==> src/rtl/grf_scoreboard_pkg.sv <==
// Shared decode/register-file constants and Tnew/Tuse encodings for the GRF scoreboard.
// Optional build macro SB_STALL_CNT_EN (used by grf_scoreboard) enables the stall counter.
package grf_scoreboard_pkg;

    localparam int NREG         = 32;
    localparam int ADDR_W       = 5;
    localparam int TNEW_W       = 2;
    localparam int MAX_INFLIGHT = 4;
    localparam int INFL_W       = 3;

    typedef enum logic [TNEW_W-1:0] {
        T_W = 2'd0,
        T_E = 2'd1,
        T_M = 2'd2
    } tstage_e;

    function automatic logic [TNEW_W-1:0] sat_dec(input logic [TNEW_W-1:0] v);
        logic [TNEW_W-1:0] r;
        if (v == {TNEW_W{1'b0}}) begin
            r = v;
        end else begin
            r = v - {{(TNEW_W-1){1'b0}}, 1'b1};
        end
        return r;
    endfunction

endpackage

==> src/rtl/grf_scoreboard_sb_entry.sv <==
// One register's scoreboard entry: outstanding-write count and cycles-until-result countdown.
module grf_scoreboard_sb_entry
    import grf_scoreboard_pkg::*;
(
    input  logic              clk_i,
    input  logic              rst_ni,
    input  logic              flush_i,
    input  logic              iss_load_i,
    input  logic [TNEW_W-1:0] iss_tnew_i,
    input  logic              wb_hit_i,
    output logic [INFL_W-1:0] inflight_o,
    output logic [TNEW_W-1:0] cnt_o,
    output logic              err_set_o
);

    logic [INFL_W-1:0] inflight_q, inflight_d;
    logic [TNEW_W-1:0] cnt_q, cnt_d;

    // Next-state for issue, write-back retirement, countdown and squash.
    always_comb begin
        inflight_d = inflight_q;
        cnt_d      = cnt_q;
        err_set_o  = 1'b0;
        if (flush_i) begin
            inflight_d = {INFL_W{1'b0}};
            cnt_d      = {TNEW_W{1'b0}};
        end else begin
            err_set_o = wb_hit_i && (inflight_q == {INFL_W{1'b0}});
            if (iss_load_i) begin
                // Newest writer defines readiness; a same-edge retirement cancels the increment.
                cnt_d = iss_tnew_i;
                if (wb_hit_i) begin
                    inflight_d = inflight_q;
                end else begin
                    inflight_d = inflight_q + {{(INFL_W-1){1'b0}}, 1'b1};
                end
            end else if (wb_hit_i && (inflight_q != {INFL_W{1'b0}})) begin
                inflight_d = inflight_q - {{(INFL_W-1){1'b0}}, 1'b1};
                if (inflight_q == {{(INFL_W-1){1'b0}}, 1'b1}) begin
                    cnt_d = {TNEW_W{1'b0}};
                end else begin
                    cnt_d = sat_dec(cnt_q);
                end
            end else if (inflight_q != {INFL_W{1'b0}}) begin
                cnt_d = sat_dec(cnt_q);
            end else begin
                cnt_d = cnt_q;
            end
        end
    end

    // Entry state register.
    always_ff @(posedge clk_i or negedge rst_ni) begin
        if (!rst_ni) begin
            inflight_q <= {INFL_W{1'b0}};
            cnt_q      <= {TNEW_W{1'b0}};
        end else begin
            inflight_q <= inflight_d;
            cnt_q      <= cnt_d;
        end
    end

    assign inflight_o = inflight_q;
    assign cnt_o      = cnt_q;

endmodule

==> src/rtl/grf_scoreboard.sv <==
// Read-side hazard tracker beside the GRF: stall/forward decisions for decode operands.
// Build macro SB_STALL_CNT_EN adds a free-running stall-cycle counter on stall_cycles.
module grf_scoreboard
    import grf_scoreboard_pkg::*;
(
    input  logic              clk,
    input  logic              reset,
    input  logic              flush,
    input  logic              iss_valid,
    input  logic [ADDR_W-1:0] iss_rd,
    input  logic [TNEW_W-1:0] iss_tnew,
    input  logic [ADDR_W-1:0] rs,
    input  logic [ADDR_W-1:0] rt,
    input  logic [TNEW_W-1:0] tuse_rs,
    input  logic [TNEW_W-1:0] tuse_rt,
    input  logic              wb_we,
    input  logic [ADDR_W-1:0] wb_a3,
    output logic              stall,
    output logic              fwd_rs,
    output logic              fwd_rt,
    output logic              err,
    output logic [31:0]       stall_cycles
);

    logic [NREG-1:0][INFL_W-1:0] inflight_s;
    logic [NREG-1:0][TNEW_W-1:0] cnt_s;
    logic [NREG-1:0]             err_set_s;
    logic                        hz_rs_s, hz_rt_s, pend_rs_s, pend_rt_s;
    logic                        full_s, stall_s, iss_accept_s;
    logic                        err_q, err_d;

    // Register 0 is hard-wired zero and never pending.
    assign inflight_s[0] = {INFL_W{1'b0}};
    assign cnt_s[0]      = {TNEW_W{1'b0}};
    assign err_set_s[0]  = 1'b0;

    for (genvar r = 1; r < NREG; r++) begin : g_entry
        grf_scoreboard_sb_entry u_entry (
            .clk_i      (clk),
            .rst_ni     (reset),
            .flush_i    (flush),
            .iss_load_i (iss_accept_s && (iss_rd == ADDR_W'(r))),
            .iss_tnew_i (iss_tnew),
            .wb_hit_i   (wb_we && (wb_a3 == ADDR_W'(r))),
            .inflight_o (inflight_s[r]),
            .cnt_o      (cnt_s[r]),
            .err_set_o  (err_set_s[r])
        );
    end

    // Operand queries and stall decision on current state.
    always_comb begin
        pend_rs_s    = (rs != {ADDR_W{1'b0}}) && (inflight_s[rs] != {INFL_W{1'b0}});
        pend_rt_s    = (rt != {ADDR_W{1'b0}}) && (inflight_s[rt] != {INFL_W{1'b0}});
        hz_rs_s      = pend_rs_s && (cnt_s[rs] > tuse_rs);
        hz_rt_s      = pend_rt_s && (cnt_s[rt] > tuse_rt);
        full_s       = iss_valid && (iss_rd != {ADDR_W{1'b0}}) &&
                       (inflight_s[iss_rd] == INFL_W'(MAX_INFLIGHT));
        stall_s      = hz_rs_s || hz_rt_s || full_s;
        iss_accept_s = iss_valid && !stall_s && !flush;
        err_d        = err_q || (|err_set_s);
    end

    // Sticky write-back-without-writer error; survives flush.
    always_ff @(posedge clk or negedge reset) begin
        if (!reset) begin
            err_q <= 1'b0;
        end else begin
            err_q <= err_d;
        end
    end

`ifdef SB_STALL_CNT_EN
    logic [31:0] stall_cnt_q, stall_cnt_d;

    always_comb begin
        if (stall_s) begin
            stall_cnt_d = stall_cnt_q + 32'd1;
        end else begin
            stall_cnt_d = stall_cnt_q;
        end
    end

    // Stall-cycle counter: wraps, cleared only by reset.
    always_ff @(posedge clk or negedge reset) begin
        if (!reset) begin
            stall_cnt_q <= 32'd0;
        end else begin
            stall_cnt_q <= stall_cnt_d;
        end
    end

    assign stall_cycles = stall_cnt_q;
`else
    assign stall_cycles = 32'd0;
`endif

    assign stall  = stall_s;
    assign fwd_rs = pend_rs_s && !hz_rs_s;
    assign fwd_rt = pend_rt_s && !hz_rt_s;
    assign err    = err_q;

endmodule

==> config.mk <==
export PLATFORM = sky130hd
export DESIGN_NAME = grf_scoreboard
export DESIGN_NICKNAME = d
export VERILOG_FILES = /design/src/rtl/grf_scoreboard_pkg.sv /design/src/rtl/grf_scoreboard_sb_entry.sv /design/src/rtl/grf_scoreboard.sv
export SDC_FILE = /design/constraint.sdc
export NUM_CORES = 1
export LEC_CHECK = 0
export BUFFER_PORTS_ARGS = -buffer_cell sky130_fd_sc_hd__buf_2
export CAP_MARGIN = 25
export CORE_ASPECT_RATIO = 0.6
export CORE_UTILIZATION = 45
export DETAILED_ROUTE_END_ITERATION = 10
export GPL_TIMING_DRIVEN = 0
export PLACE_DENSITY = 0.59
export SLEW_MARGIN = 20
export SYNTH_ARGS = -nofsm -noshare
export SYNTH_HDL_FRONTEND = slang
export SYNTH_SLANG_ARGS = --single-unit
==> constraint.sdc <==
create_clock -name clk -period 6.05 [get_ports clk]
set_clock_uncertainty 0.05 [all_clocks]
set_input_delay 0.3025 -clock clk [delete_from_list [all_inputs] [get_ports clk]]
set_output_delay 0.3025 -clock clk [all_outputs]
set_load 0.01 [all_outputs]
# Yosys cells after proc, flatten, opt, wreduce, memory -nomap -nowiden
# Index checks and enable logic that the tools add are counted.
[op_classes] n_addsub=93 magnitude_cmp=5 eq_ne=125 n_mux=351 n_reduce_logical=333
[op_table] operator="3-bit 2-to-1 mux" n=127
[op_table] operator="2-bit 2-to-1 mux" n=188
[op_table] operator="3-bit nonzero test" n=64
[op_table] operator="5-bit == test, second input constant" n=32
[op_table] operator="1-bit logical AND" n=134
[op_table] operator="4-bit nonzero test" n=31
[op_table] operator="3-bit by 1-bit adder with 3-bit output, second input constant" n=31
[op_table] operator="3-bit by 1-bit == test with 1-bit output, second input constant" n=31
[op_table] operator="3-bit zero test" n=31
[op_table] operator="3-bit != test, second input constant" n=31
[op_table] operator="3-bit by 1-bit subtractor with 3-bit output, second input constant" n=31
[op_table] operator="5-bit by 4-bit == test with 1-bit output, second input constant" n=16
[op_table] operator="2-bit zero test" n=31
[op_table] operator="2-bit AND reduction" n=31
[op_table] operator="2-bit by 1-bit subtractor with 2-bit output, second input constant" n=31
[op_table] operator="3-bit binary-select mux with 5-bit select" n=3
[op_table] operator="5-bit by 3-bit == test with 1-bit output, second input constant" n=8
[op_table] operator="1-bit 2-to-1 mux" n=31
[op_table] operator="31-bit OR reduction" n=1
[op_table] operator="2-bit binary-select mux with 5-bit select" n=2
[op_table] operator="5-bit by 2-bit == test with 1-bit output, second input constant" n=4
[op_table] operator="5-bit by 6-bit less-than comparator with 1-bit output, second input constant" n=3
[op_table] operator="5-bit nonzero test" n=3
[op_table] operator="5-bit by 1-bit == test with 1-bit output, second input constant" n=2
[op_table] operator="4 further kinds" n=10
[word_totals] register_bits=156 inputBits=31 output_inout_bits=36

# Logic depth before layout (Yosys ltp)
[depth] depth_word=13 mapped_depth=20 depth_no_buf=14

# Hierarchy
# From an unflattened synthesis, not the netlist that was laid out.
[unflattened] hier_cells=1698 area_unflattened_um2=16094.2
[modules_own_cells] mod="grf_scoreboard_sb_entry at g_entry[10].u_entry ..." instances=30 cells_per_inst=40 area_per_inst_um2=387.9 seq_area_each_um2=125.1
[modules_own_cells] mod="grf_scoreboard" instances=1 cells_per_inst=452 area_per_inst_um2=4028.9 seq_area_each_um2=25.0
[modules_own_cells] mod="grf_scoreboard_sb_entry at g_entry[3].u_entry" instances=1 cells_per_inst=46 area_per_inst_um2=429.2 seq_area_each_um2=125.1

# Least setup slack after synthesis
# OpenSTA, ideal clock, no wires.
[synth_path] kind="input-to-reg" start="in rs[0]" end="reg g_entry[5].u_entry.inflight_q[2]" setup_time_ns=0.122 arrival_ns=4.531 required_ns=5.878 slack_ns=1.347 path_stages=15 n_path_buf=3 path_cell_list="buf_4 -> buf_2 -> buf_1 -> mux4_2 -> mux4_2 -> nor2_1 -> nor2_1 -> ha_1 -> nor2b_1 -> o21ai_0 -> nor4b_4 -> nor4_1 -> nand2_2 -> mux2_1 -> a32o_1"
[synth_between] elab_chain_len=13 word_cells_on_any_way=20 cone_classes="1 x order compare; 1 x eq/ne; 6 x mux; 12 x reduce/logical"
[synth_rtl] element="start, declared" line_no="grf_scoreboard.sv:12" source="input logic [ADDR_W-1:0] rs,"
[synth_rtl] element="branches (longest 4 deep; another with 2-bit greater-than comparator)"
[synth_rtl] element="1-bit logical AND (*)" line_no="grf_scoreboard.sv:55" source="hz_rs_s = pend_rs_s && (cnt_s[rs] > tuse_rs);"
[synth_rtl] element="1-bit logical OR (*) (2 in series)" line_no="grf_scoreboard.sv:59" source="stall_s = hz_rs_s || hz_rt_s || full_s;"
[synth_rtl] element="1-bit zero test (*)" line_no="grf_scoreboard.sv:60" source="iss_accept_s = iss_valid && !stall_s && !flush;"
[synth_rtl] element="1-bit logical AND (*) (2 in series)" line_no="grf_scoreboard.sv:60"
[synth_rtl] element="1-bit logical AND (*)" line_no="grf_scoreboard.sv:42" source=".iss_load_i (iss_accept_s && (iss_rd == ADDR_W'(r))),"
[synth_rtl] element="3-bit != test (no source line), or another cell as far along"
[synth_rtl] element="2-bit AND reduction (no source line) or 3-bit 2-to-1 mux (tied branches)"
[synth_rtl] element="end signal, assigned" line_no="grf_scoreboard_sb_entry.sv:55" source="inflight_q <= {INFL_W{1'b0}};"
[synth_rtl] element="end signal, assigned" line_no="grf_scoreboard_sb_entry.sv:58" source="inflight_q <= inflight_d;"
[synth_rtl] element="end, declared" line_no="grf_scoreboard_sb_entry.sv:16" source="logic [INFL_W-1:0] inflight_q, inflight_d;"
# Every way passes the cells marked *. The select of a mux whose other input is x is not followed.
# A chain may end at the register's enable or synchronous reset.

# Worst setup path in the final report
[layout_path] start="in rs[0]" end="out stall"
[layout_between] elab_chain_len=7 word_cells_on_any_way=11 cone_classes="1 x order compare; 4 x mux; 6 x reduce/logical"
[layout_rtl] element="branches (longest 4 deep; another with 2-bit greater-than comparator)"
[layout_rtl] element="1-bit logical AND (*)" line_no="grf_scoreboard.sv:55"
[layout_rtl] element="1-bit logical OR (*) (2 in series)" line_no="grf_scoreboard.sv:59"
[layout_rtl] element="end, declared" line_no="grf_scoreboard.sv:18" source="output logic stall,"
# Marked as above.

==> results.md <==
* Ports at 67
* Syn avg cell area at 8.22 um^2
* Insertion delay of the later-clocked pin in the worst-skew pair at 0.47 ns
* Post-synth top area share at 0.234
* Post-synth top cells: nand2_1 (245), nor2_1 (208), dfrtp_1 (156)
* Sequential share of the synthesized area at 0.234
* Setup CP Type: primary input to output pin
* Final cycle utilization of the critical path at 0.980
* RSZ-0062 raised after global routing: false
* Largest stage delay on the critical path at roughly 0.54 ns
* CP Cell Sequence: buf_2, buf_4, buf_2, buf_1, buf_6, mux4_2, mux4_2, nor2_1, nor2_1, ha_1, nor2b_1, o21ai_1, nor4b_4, nor2_4, and2_0, clkbuf_2, clkbuf_4, nand2_1, buf_2
* Most common cell on crit path: buf_2
* Hold Path End: g_entry[7].u_entry.cnt_o[0]$_DFFE_PN0P_
* Syn Inst Count at ~2000
* TritonCTS Buffers at 17
* Syn. warnings at 0
* Final setup vio count at 0
* HPWL Detailed at ~64 mm
* Hold depth at 3
* HP Class: primary input to flip-flop
* Clock sink count at approximately 160
* CP max stage cell: mux4_2
* GRT overflow at 0
* Antenna violations before repair at 6
* Via density at slightly below 7
* Fin Setup TNS at 0 ns
* Die area at 37800 um^2
* CTS Buffer Depth at 2
* Hold path start: iss_tnew[0]
* Worst-path clk slew at 0.07 ns
* Nets at about 2300
* Leading post-synthesis cells by cell area: dfrtp_1 (23%), ha_1 (9.6%), mux4_2 (5.8%)
* R2R setup slack at between 1 and 1.5 ns
* Biggest area consumer among synthesized cells: dfrtp_1
* R2r startpoint: g_entry[3].u_entry.inflight_o[2]$_DFFE_PN0P_
* Startpoint Class: primary input
* Final wirelength at between 80 and 90 mm
* Largest net degree at the start of global routing at 83
* Via count at around 18000
* Wire per inst at around 33 um
* Global Route Usage Sum at 0.450
* Overall power at 2.94 mW
* Post-synthesis async set-or-reset flop share at 1.00
* Vias in the first global route at approximately 16000
* Pwr dens at ~160 nW/um^2
* Pint at around 1.8 mW
* Port Buffers at 25
* Distinct cells, synth at 96
* Peak supply drop at around 200 uV
* Pre-CTS setup slack at -0.545 ns
* Core Rows at 54
* H-tree levels at 4
* DR pass1 iterations at 7
* 1st-iter DRT viols at just under 3000
* First-pass GRT wire length at between 100 and 150 mm
* Final ANT Viol Nets at 0
* Clk network pwr share at 0.380
* Area growth syn-to-layout at 9.75%
* Sequential Power Share at 0.373
* R2R Path End: g_entry[20].u_entry.inflight_o[0]$_DFFE_PN0P_
* Count leader, synth: nand2_1
* Relative slew slack at 0.153
* Worst-margin pin slew at approximately 1.3 ns
* Die X at about 250 um
* Mapped cell area at 16700 um^2
* Final count of pins violating max slew at 0
* Core ar. at roughly 36000 um^2
* Crit path arrival time at around 5.6 ns
* Status: complete, no violations
* Register bit count reported by yosys at approximately 160
* Layout cell share with drive strength beyond 1 at 0.131
* Worst hold slack at roughly 0.12 ns
* CTS tree: built
* Crit-path max FO at 10
* Setup WS post-layout at 0.119 ns
* Required time of the critical path at ~5.7 ns
* Switching share of power at 0.373
* Min cycle time layout at just under 6 ns
* Residual DRC count at 0
* Primary FF master, synth: dfrtp_1
* Total of max-cap violations at 0
* Combinational power share at 0.248
* R2R depth at 11
* EDFF count, synth at 0
* Fmax at ~170 MHz
* Fillers at about 3500
* Die height at ~150 um
* Root buffer cell: clkbuf_16
* Initial core utilization at 0.458
* Placer Congestion at around 1.1
* Final Hold Viols at 0
* Cell leakage power at 7.67 nW
* Critical path endpoint category: output pin
* Net switching power at 1.10 mW
## worst max path at each step
stage,start,endpoint,depth (start not counted)
CTS,rs[0],stall,19
global route,rs[0],stall,19
detailed placement,rs[1],stall,18
finish,rs[0],stall,19
global placement,rs[0],stall,18
floorplan,rs[0],g_entry[5].u_entry.inflight_o[2]$_DFFE_PN0P_,15
## power by group through the flow
stage               clock, mW  sequential [mW]  combinational, mW
floorplan                   0             1.10              0.383
finish                   1.12             1.10              0.728
global route             1.15             1.10              0.745
global placement            0             1.11              0.663
CTS                      1.12             1.09              0.680
detailed placement          0             1.11              0.676
## kinds of logic after synthesis
group                    after synthesis  share of synthesized area
other                                  1                   0.000225
AO/OA/AOI/OAI                        459                      0.189
multiplexers                         166                      0.135
flip-flops                           156                      0.234
adder cells (fa/ha/maj)              128                     0.0961
AND/OR/NAND/NOR                      902                      0.281
buffers and inverters                212                     0.0632
XOR/XNOR                               2                    0.00105
## metal layers
metal	vias to the layer above	wire [um]	GRT usage	share of wire
met5	-	0	0	0
met4	0	4150	0.206	0.049
met3	255	13800	0.191	0.16
met2	1473	31900	0.588	0.37
met1	8795	35700	0.627	0.42
li1	7617	-	-	-
## placed cells by master (no fill, tap or decap), types with 32 or more instances in the layout
| cell | n |
|---|---|
| nand3_1 | 96 |
| buf_2 | 44 |
| ha_1 | 128 |
| a21oi_1 | 117 |
| nand2_1 | 245 |
| mux2i_1 | 93 |
| and3_1 | 33 |
| nor2_1 | 207 |
| inv_1 | 75 |
| nor3_1 | 74 |
| mux4_2 | 43 |
| conb_1 | 32 |
| clkbuf_1 | 49 |
| dfrtp_1 | 156 |
| nand4_1 | 36 |
| buf_4 | 48 |
| nor2b_1 | 59 |
| o211ai_1 | 36 |
| o21ai_0 | 96 |
## flip-flops by register name, summed over array words and instances, names as in the netlist
register                    flops
g_entry.u_entry.cnt_o          62
err                             1
g_entry.u_entry.inflight_o     93
## area by class of cell
cell class              count  area [um^2]  area share
diodes                      3         7.51    0.000411
plain buffers             137          791      0.0432
clock buffers              20          447      0.0244
clock inverters            12          114     0.00623
inverters                  75          282      0.0154
multi-input cells        1689        11800       0.647
flip-flops and latches    156         3900       0.213
well taps                 476          596      0.0326
repair buffers             41          317      0.0173
## critical path: cells and delay by family
family,cells,cell delay (ns)
buffers and inverters,8,2.52
and+or+nand+nor,7,0.96
adders and majority gates,1,0.29
AOI/OAI and AO/OA,1,0.43
muxes,2,1.01
## what timing repair did
| item | 4_1_cts | 5_1_grt |
|---|---|---|
| setup buffers | 0 | 4 |
| hold endpoints to repair | 74 | 0 |
| gates resized for setup | 3 | 1 |
| gates cloned | 0 | 0 |
| hold buffers | 1 | 0 |
| setup endpoints to repair | 1 | 1 |
| pin swaps | 0 | 2 |
## per-stage QoR
stage / cells / area (um^2) / utilization
after floorplan: 2057 / 16800 / -
after global placement: 2558 / 17500 / 0.480
after detailed placement: 2564 / 17600 / 0.484
after CTS: 2597 / 18200 / 0.500
after global routing: 2606 / 18300 / 0.502
final: 2609 / 18300 / 0.502
(Power assumes the default switching activity.)
